## src/rtl/iobus_write_buffer.sv

```systemverilog
// rtl/iobus_write_buffer.sv - posted-write FIFO between the memory stage and slow peripherals
module iobus_write_buffer #(
  parameter int DEPTH = 4,
  parameter int AW    = 32,
  parameter int DW    = 32
) (
  input  logic                       CLK,
  input  logic                       RESET_N,
  input  logic [AW-1:0]              IOBUS_ADDR,
  input  logic [DW-1:0]              IOBUS_OUT,
  input  logic                       IOBUS_WR,
  input  logic                       OVF_CLR,
  input  logic                       PER_READY,
  output logic                       PER_VALID,
  output logic [AW-1:0]              PER_ADDR,
  output logic [DW-1:0]              PER_DATA,
  output logic [$clog2(DEPTH):0]     COUNT,
  output logic                       FULL,
  output logic                       EMPTY,
  output logic                       OVERFLOW
);

  localparam int PW = $clog2(DEPTH);
  localparam int CW = PW + 1;

  logic [AW-1:0] addr_mem [DEPTH];
  logic [DW-1:0] data_mem [DEPTH];
  logic [PW-1:0] wp;
  logic [PW-1:0] rp;
  logic [CW-1:0] count;
  logic          ovf;
  logic          push;
  logic          pop;
  logic          drop;

  assign FULL      = (count == CW'(DEPTH));
  assign EMPTY     = (count == '0);
  assign PER_VALID = !EMPTY;
  assign PER_ADDR  = addr_mem[rp];
  assign PER_DATA  = data_mem[rp];
  assign COUNT     = count;
  assign OVERFLOW  = ovf;

  // A pop frees the head slot this edge, so a full buffer may still accept a write
  assign pop  = PER_VALID & PER_READY;
  assign push = IOBUS_WR & (!FULL | pop);
  assign drop = IOBUS_WR & !push;

  always_ff @(posedge CLK or negedge RESET_N) begin
    if (!RESET_N) begin
      wp    <= '0;
      rp    <= '0;
      count <= '0;
      ovf   <= 1'b0;
      for (int i = 0; i < DEPTH; i++) begin
        addr_mem[i] <= '0;
        data_mem[i] <= '0;
      end
    end else begin
      if (push) begin
        addr_mem[wp] <= IOBUS_ADDR;
        data_mem[wp] <= IOBUS_OUT;
        wp           <= wp + PW'(1);
      end
      if (pop) begin
        rp <= rp + PW'(1);
      end
      if (push && !pop) begin
        count <= count + CW'(1);
      end else if (pop && !push) begin
        count <= count - CW'(1);
      end
      // Setting wins over a same-cycle clear so no drop is ever lost
      if (drop) begin
        ovf <= 1'b1;
      end else if (OVF_CLR) begin
        ovf <= 1'b0;
      end
    end
  end

endmodule

```

## config.mk

```make
export PLATFORM = sky130hd
export DESIGN_NAME = iobus_write_buffer
export DESIGN_NICKNAME = d
export VERILOG_FILES = /design/src/rtl/iobus_write_buffer.sv
export SDC_FILE = /design/constraint.sdc
export NUM_CORES = 1
export LEC_CHECK = 0
export ABC_CLOCK_PERIOD_IN_PS = 3600
export CAP_MARGIN = 20
export CORE_UTILIZATION = 50
export CTS_CLUSTER_DIAMETER = 120
export DETAILED_ROUTE_END_ITERATION = 7
export DONT_BUFFER_PORTS = 1
export PLACE_DENSITY = 0.64
export SETUP_SLACK_MARGIN = 0.05
export SLEW_MARGIN = 20
export SYNTH_ARGS = -nofsm -noshare
export SYNTH_HDL_FRONTEND = slang
export SYNTH_SLANG_ARGS = --single-unit
```

## constraint.sdc

```tcl
create_clock -name CLK -period 3.6 [get_ports CLK]
set_clock_uncertainty 0.1 [all_clocks]
set_input_delay 0.36 -clock CLK [delete_from_list [all_inputs] [get_ports CLK]]
set_output_delay 0.36 -clock CLK [all_outputs]
set_load 0.02 [all_outputs]
```

# ---- After elaboration in Yosys (flattened, before gate mapping)
# Index checks and enable logic that the tools add are counted.
dict set report totals {
  word_cells 50
  out_inout_bits 71
  regBits 264
  input_bits 69
}
dict set report classes {
  magnitude_cmp 3
  bitwise_logic 6
  addsub 4
  reduce_logical 10
  mux 14
  eq_ne 1
}
# operator n
set ops {}
lappend ops {{128-bit bitwise mux} 2}
lappend ops {{32-bit two-way mux} 5}
lappend ops {{32-bit binary-select mux with 2-bit select} 2}
lappend ops {{32-bit demux with 2-bit select} 1}
lappend ops {{3-bit greater-or-equal comparator (second input constant)} 2}
lappend ops {{3-bit two-way mux} 2}
lappend ops {{2-bit NOT with 3-bit output} 2}
lappend ops {{2-bit by 1-bit adder with 2-bit output (second input constant)} 2}
lappend ops {{1-bit logical NOT} 4}
lappend ops {{2-bit nonzero test} 2}
lappend ops {{3-bit by 1-bit adder with 3-bit output (second input constant)} 1}
lappend ops {{1-bit AND} 3}
lappend ops {{3-bit equality test (second input constant)} 1}
lappend ops {{1-bit logical AND} 3}
lappend ops {{3-bit logical NOT} 1}
lappend ops {{3-bit by 1-bit less-than comparator with 1-bit output (second input constant)} 1}
lappend ops {{3-bit by 1-bit subtractor with 3-bit output (second input constant)} 1}
lappend ops {{1-bit two-way mux} 2}
lappend ops {{1-bit OR} 1}

# ---- Longest topological paths before layout
dict set report depth {
  word_depth 9
  mapped_depth 9
  depth_no_buf 9
}

# ---- Least setup slack after synthesis
# No wires, ideal clock.
dict set report synth_path {
  path_kind {register -> register}
  from {reg count[1] (netlist: COUNT[1])}
  to {reg count[1] (netlist: COUNT[1])}
  path_slack_ps 1199
  synth_period_minus_slack_ps 2401
  setup_ps 125
  stages_incl_launch_ff 8
  required_ps 3375
  n_path_buf 0
  arrival_time_ps 2176
  cell_sequence {dfrtp_1 -> or4b_4 -> nand2_1 -> inv_1 -> ha_1 -> inv_1 -> fa_1 -> mux2_2}
}
dict set report synth_between {
  elab_chain_len 8
  word_cells_on_any_way 16
  cone_classes {add/sub: 2; eq/ne: 1; mux: 2; bitwise: 3; reduce/logical: 8}
}
# element line_no
set synth_lines {}
lappend synth_lines {{start, declared} 30} ;# logic [CW-1:0] count;
lappend synth_lines {{start signal, assigned} 69} ;# count <= count + CW'(1);
lappend synth_lines {{start signal, assigned} 71} ;# count <= count - CW'(1);
lappend synth_lines {{3-bit logical NOT} 37} ;# assign EMPTY = (count == '0);
lappend synth_lines {{1-bit logical NOT} 38} ;# assign PER_VALID = !EMPTY;
lappend synth_lines {{1-bit AND} 45} ;# assign pop = PER_VALID & PER_READY;
lappend synth_lines {{1-bit OR (*)} 46} ;# assign push = IOBUS_WR & (!FULL | pop);
lappend synth_lines {{1-bit AND (*)} 46}
lappend synth_lines {{via push} 32} ;# logic push;
lappend synth_lines {{1-bit logical NOT} 70} ;# end else if (pop && !push) begin
lappend synth_lines {{1-bit logical AND} 70}
lappend synth_lines {{2-bit nonzero test (no line)} -}
# Mark *: on every way through the listed nets, which the timed path passes. The rest lies on a longest branch. The select of a mux whose other input is x is not followed.
# A chain may end at the register's enable or synchronous reset.

# ---- Final worst setup path
dict set report layout_path {
  from {reg rp[0]}
  to {out PER_DATA[3]}
}
dict set report layout_between {
  elab_chain_len 4
}
# element line_no
set layout_lines {}
lappend layout_lines {{start, declared} 29} ;# logic [PW-1:0] rp;
lappend layout_lines {{start signal, assigned} 66} ;# rp <= rp + PW'(1);
lappend layout_lines {{2-bit NOT with 3-bit output (implied by the code)} 40} ;# assign PER_DATA = data_mem[rp];
lappend layout_lines {{32-bit binary-select mux with 2-bit select} 40}
lappend layout_lines {{32-bit two-way mux (implied by the code) (2 in a row)} 40}
lappend layout_lines {{end, declared} 16} ;# output logic [DW-1:0] PER_DATA,
# No other way between the ends. The select of a mux whose other input is x is not followed.

==> impl_metrics.json <==
{
  "nets": 803,
  "io_pins": 140,
  "die_area_um2": 26100,
  "gp_congestion": 0.732,
  "clock_path_buffers": 3,
  "layout.cells.non_filler": 1080,
  "grt_pass1_wl_mm": 40.5,
  "ir_worst_vdd_mv": 0.523,
  "firstDrtPassIters": 4,
  "vias_per_cell": 5.57,
  "maxCapViolations": 0,
  "die_h_um": 162,
  "failed_checks": "negative hold slack",
  "grt_usage_pct": 20.0,
  "antenna_found_initial": 0,
  "dp_slack_ps": 1000,
  "gr-total-overflow": 0,
  "ant_nets": 0,
  "wl_per_cell_um": 23.3,
  "cts_hold_buffers": 68,
  "status": "finished, violations left",
  "grt_max_degree": 265,
  "critPathMaxStageDelay_ps": 690,
  "startpoint_type": "flip-flop",
  "finalMaxSlewViolations": 0,
  "synth_cells": 659,
  "clk_pin_slew_ps": 60,
  "core_um2": 25100,
  "setup_tns_ps": 0,
  "synth_cell_types": 21,
  "critPathKind": "reg2out",
  "crit_fanout": 19,
  "yosysWarnings": 0,
  "syn_to_final_growth_pct": 13.2,
  "p_leak_uw": 0.00633,
  "die_w_um": 162,
  "max_freq_mhz": 366,
  "n_antenna_cell": 0,
  "drt_iter0_drc": 369,
  "cts_setup_buffers": 0,
  "avgSynthCellArea_um2": 19.3,
  "drc": 0,
  "tightest_slew_ps": 982,
  "finalHoldViolCount": 264,
  "cts_made_buffers": 29,
  "hold_path.class": "in2async",
  "fin_ws_ps": 866,
  "finalPower_uw": 15400,
  "cts_tree": "done",
  "portBuffers": 0,
  "critPathRequiredTime_ps": 3140,
  "critPathSlowestCell": "dfrtp_4",
  "power_density_nw_per_um2": 1070,
  "crit_arrival_ps": 2270,
  "cts_num_sinks": 264,
  "start_util_pct": 50.7,
  "dp.cells": 959,
  "cts_root_buffer": "clkbuf_16",
  "synthesis.nets": 734,
  "htreeDepth": 1,
  "setup_viol": 0,
  "grt_setup_unrepaired": "false",
  "drive_gt1_share_pct": 52.0,
  "routed_wl_mm": 25.2,
  "fin_crit_ps": 2730,
  "yosys_register_bits": 264,
  "timing.final.crit_share_pct": 75.9,
  "grt_pass1_vias": 6906,
  "slew_headroom_pct": 34.5,
  "rows": 58,
  "yosysSeqAreaShare_pct": 51.9,
  "end_kind": "output port",
  "hold_ws_ps": -578,
  "clk_latency_ps": 540,
  "hpwl_mm": 15.1,
  "rr_worst_depth": 8,
  "syn_area_um2": 12700,
  "vias": 6014,
  "ctsResizeCount": 0,
  "crit_chain": "buf_4 -> mux4_2"
}
==> synth_stat cells <==
| library cell | count | area share, % |
|---|---|---|
| or3_2 | 1 | 0.059 |
| mux2_4 | 240 | 28 |
| nand2_1 | 2 | 0.059 |
| nor2_1 | 1 | 0.029 |
| mux4_2 | 64 | 11 |
| inv_1 | 7 | 0.21 |
| buf_12 | 28 | 4.4 |
| o22ai_1 | 1 | 0.049 |
| dfrtp_1 | 264 | 52 |
| xnor2_1 | 4 | 0.28 |
| xor2_1 | 2 | 0.14 |
| mux2_2 | 18 | 1.6 |
| clkbuf_1 | 6 | 0.18 |
| and3_4 | 4 | 0.35 |
| buf_1 | 3 | 0.088 |
| or4b_4 | 1 | 0.11 |
| ha_1 | 5 | 0.49 |
| fa_1 | 1 | 0.16 |
| nand3_1 | 1 | 0.039 |
| nor3b_1 | 1 | 0.059 |
| buf_2 | 5 | 0.20 |
==> state kept, by name, summed over array words and instances (netlist names) <==
| name | cells |
|---|---|
| data_mem | 128 |
| rp | 2 |
| OVERFLOW | 1 |
| COUNT | 3 |
| wp | 2 |
| addr_mem | 128 |
==> cell families (layout without fill, tap and decap cells) <==
group	after synthesis	count (layout)	share of synthesized area [%]
fa+ha+maj	6	6	0.649
flops	264	264	51.9
compound gates	1	1	0.0492
xor+xnor	6	6	0.413
buf+inv	49	140	5.07
simple gates	11	11	0.708
mux	322	322	41.2
==> layer usage <==
| layer | GRT usage, % | wire length [um] | share of wire [%] |
|---|---|---|---|
| met1 | 26.4 | 10700 | 43 |
| met5 | 0 | 0 | 0 |
| met3 | 4.55 | 1380 | 5.5 |
| met2 | 33.4 | 12600 | 50 |
| met4 | 5.15 | 514 | 2.0 |
==> critical path, delay by kind of cell, from the launching register on <==
kind | cells | cell delay, ps
flops | 1 | 690
mux | 1 | 650
buf+inv | 1 | 370
==> final cells by class <==
cell class | instances | area [um^2]
tap | 330 | 413
multi-input combinational | 346 | 5480
clock inverter | 12 | 210
timing repair buffer | 80 | 833
inverter | 7 | 26.3
clock buffer | 41 | 841
sequential | 264 | 6610
fill | 1898 | 10700
==> worst paths after layout <==
kind / startpoint / endpoint / slack, ps
max in group asynchronous: RESET_N / data_mem[8] / 3510
worst max register to register: COUNT[1] / COUNT[2] / 1000
worst min register to register: data_mem[53] / data_mem[53] / 400
min in group CLK: PER_READY / wp[0] / 150
worst max-delay path: rp[0] / PER_DATA[3] / 870
worst min-delay path: RESET_N / addr_mem[112] / -580
==> through the flow <==
stage | hold WS [ps] | cell area (um^2) | utilization, %
final | -578 | 14400 | 57.4
after global routing | -602 | 14400 | 57.4
after CTS | -597 | 14400 | 57.4
after detailed placement | -26.0 | 12700 | 50.5
after global placement | -26.1 | 12700 | 50.5
after floorplan | -35.6 | 12700 | -
==> cells in the final DEF (no fill, tap or decap) <==
master and instances:
and3_4 4, buf_12 5, buf_4 7, bufinv_16 6, clkbuf_1 5, clkbuf_16 29
clkbuf_8 7, clkinv_2 6, dfrtp_1 262, dfrtp_2 1, dfrtp_4 1, dlygate4sd3_1 68
fa_1 1, ha_1 5, inv_1 7, mux2_2 18, mux2_4 240, mux4_2 64
nand2_1 2, nand3_1 1, nor2_1 1, nor3b_1 1, o22ai_1 1, or3_2 1
or4b_4 1, xnor2_1 4, xor2_1 2
==> power by group <==
part           total [uW]  internal [uW]  switching [uW]
clock                3220           2040            1180
combinational        6610           3800            2810
sequential           5540           4510            1030
total               15400          10400            5020
(Power assumes the default switching activity.)
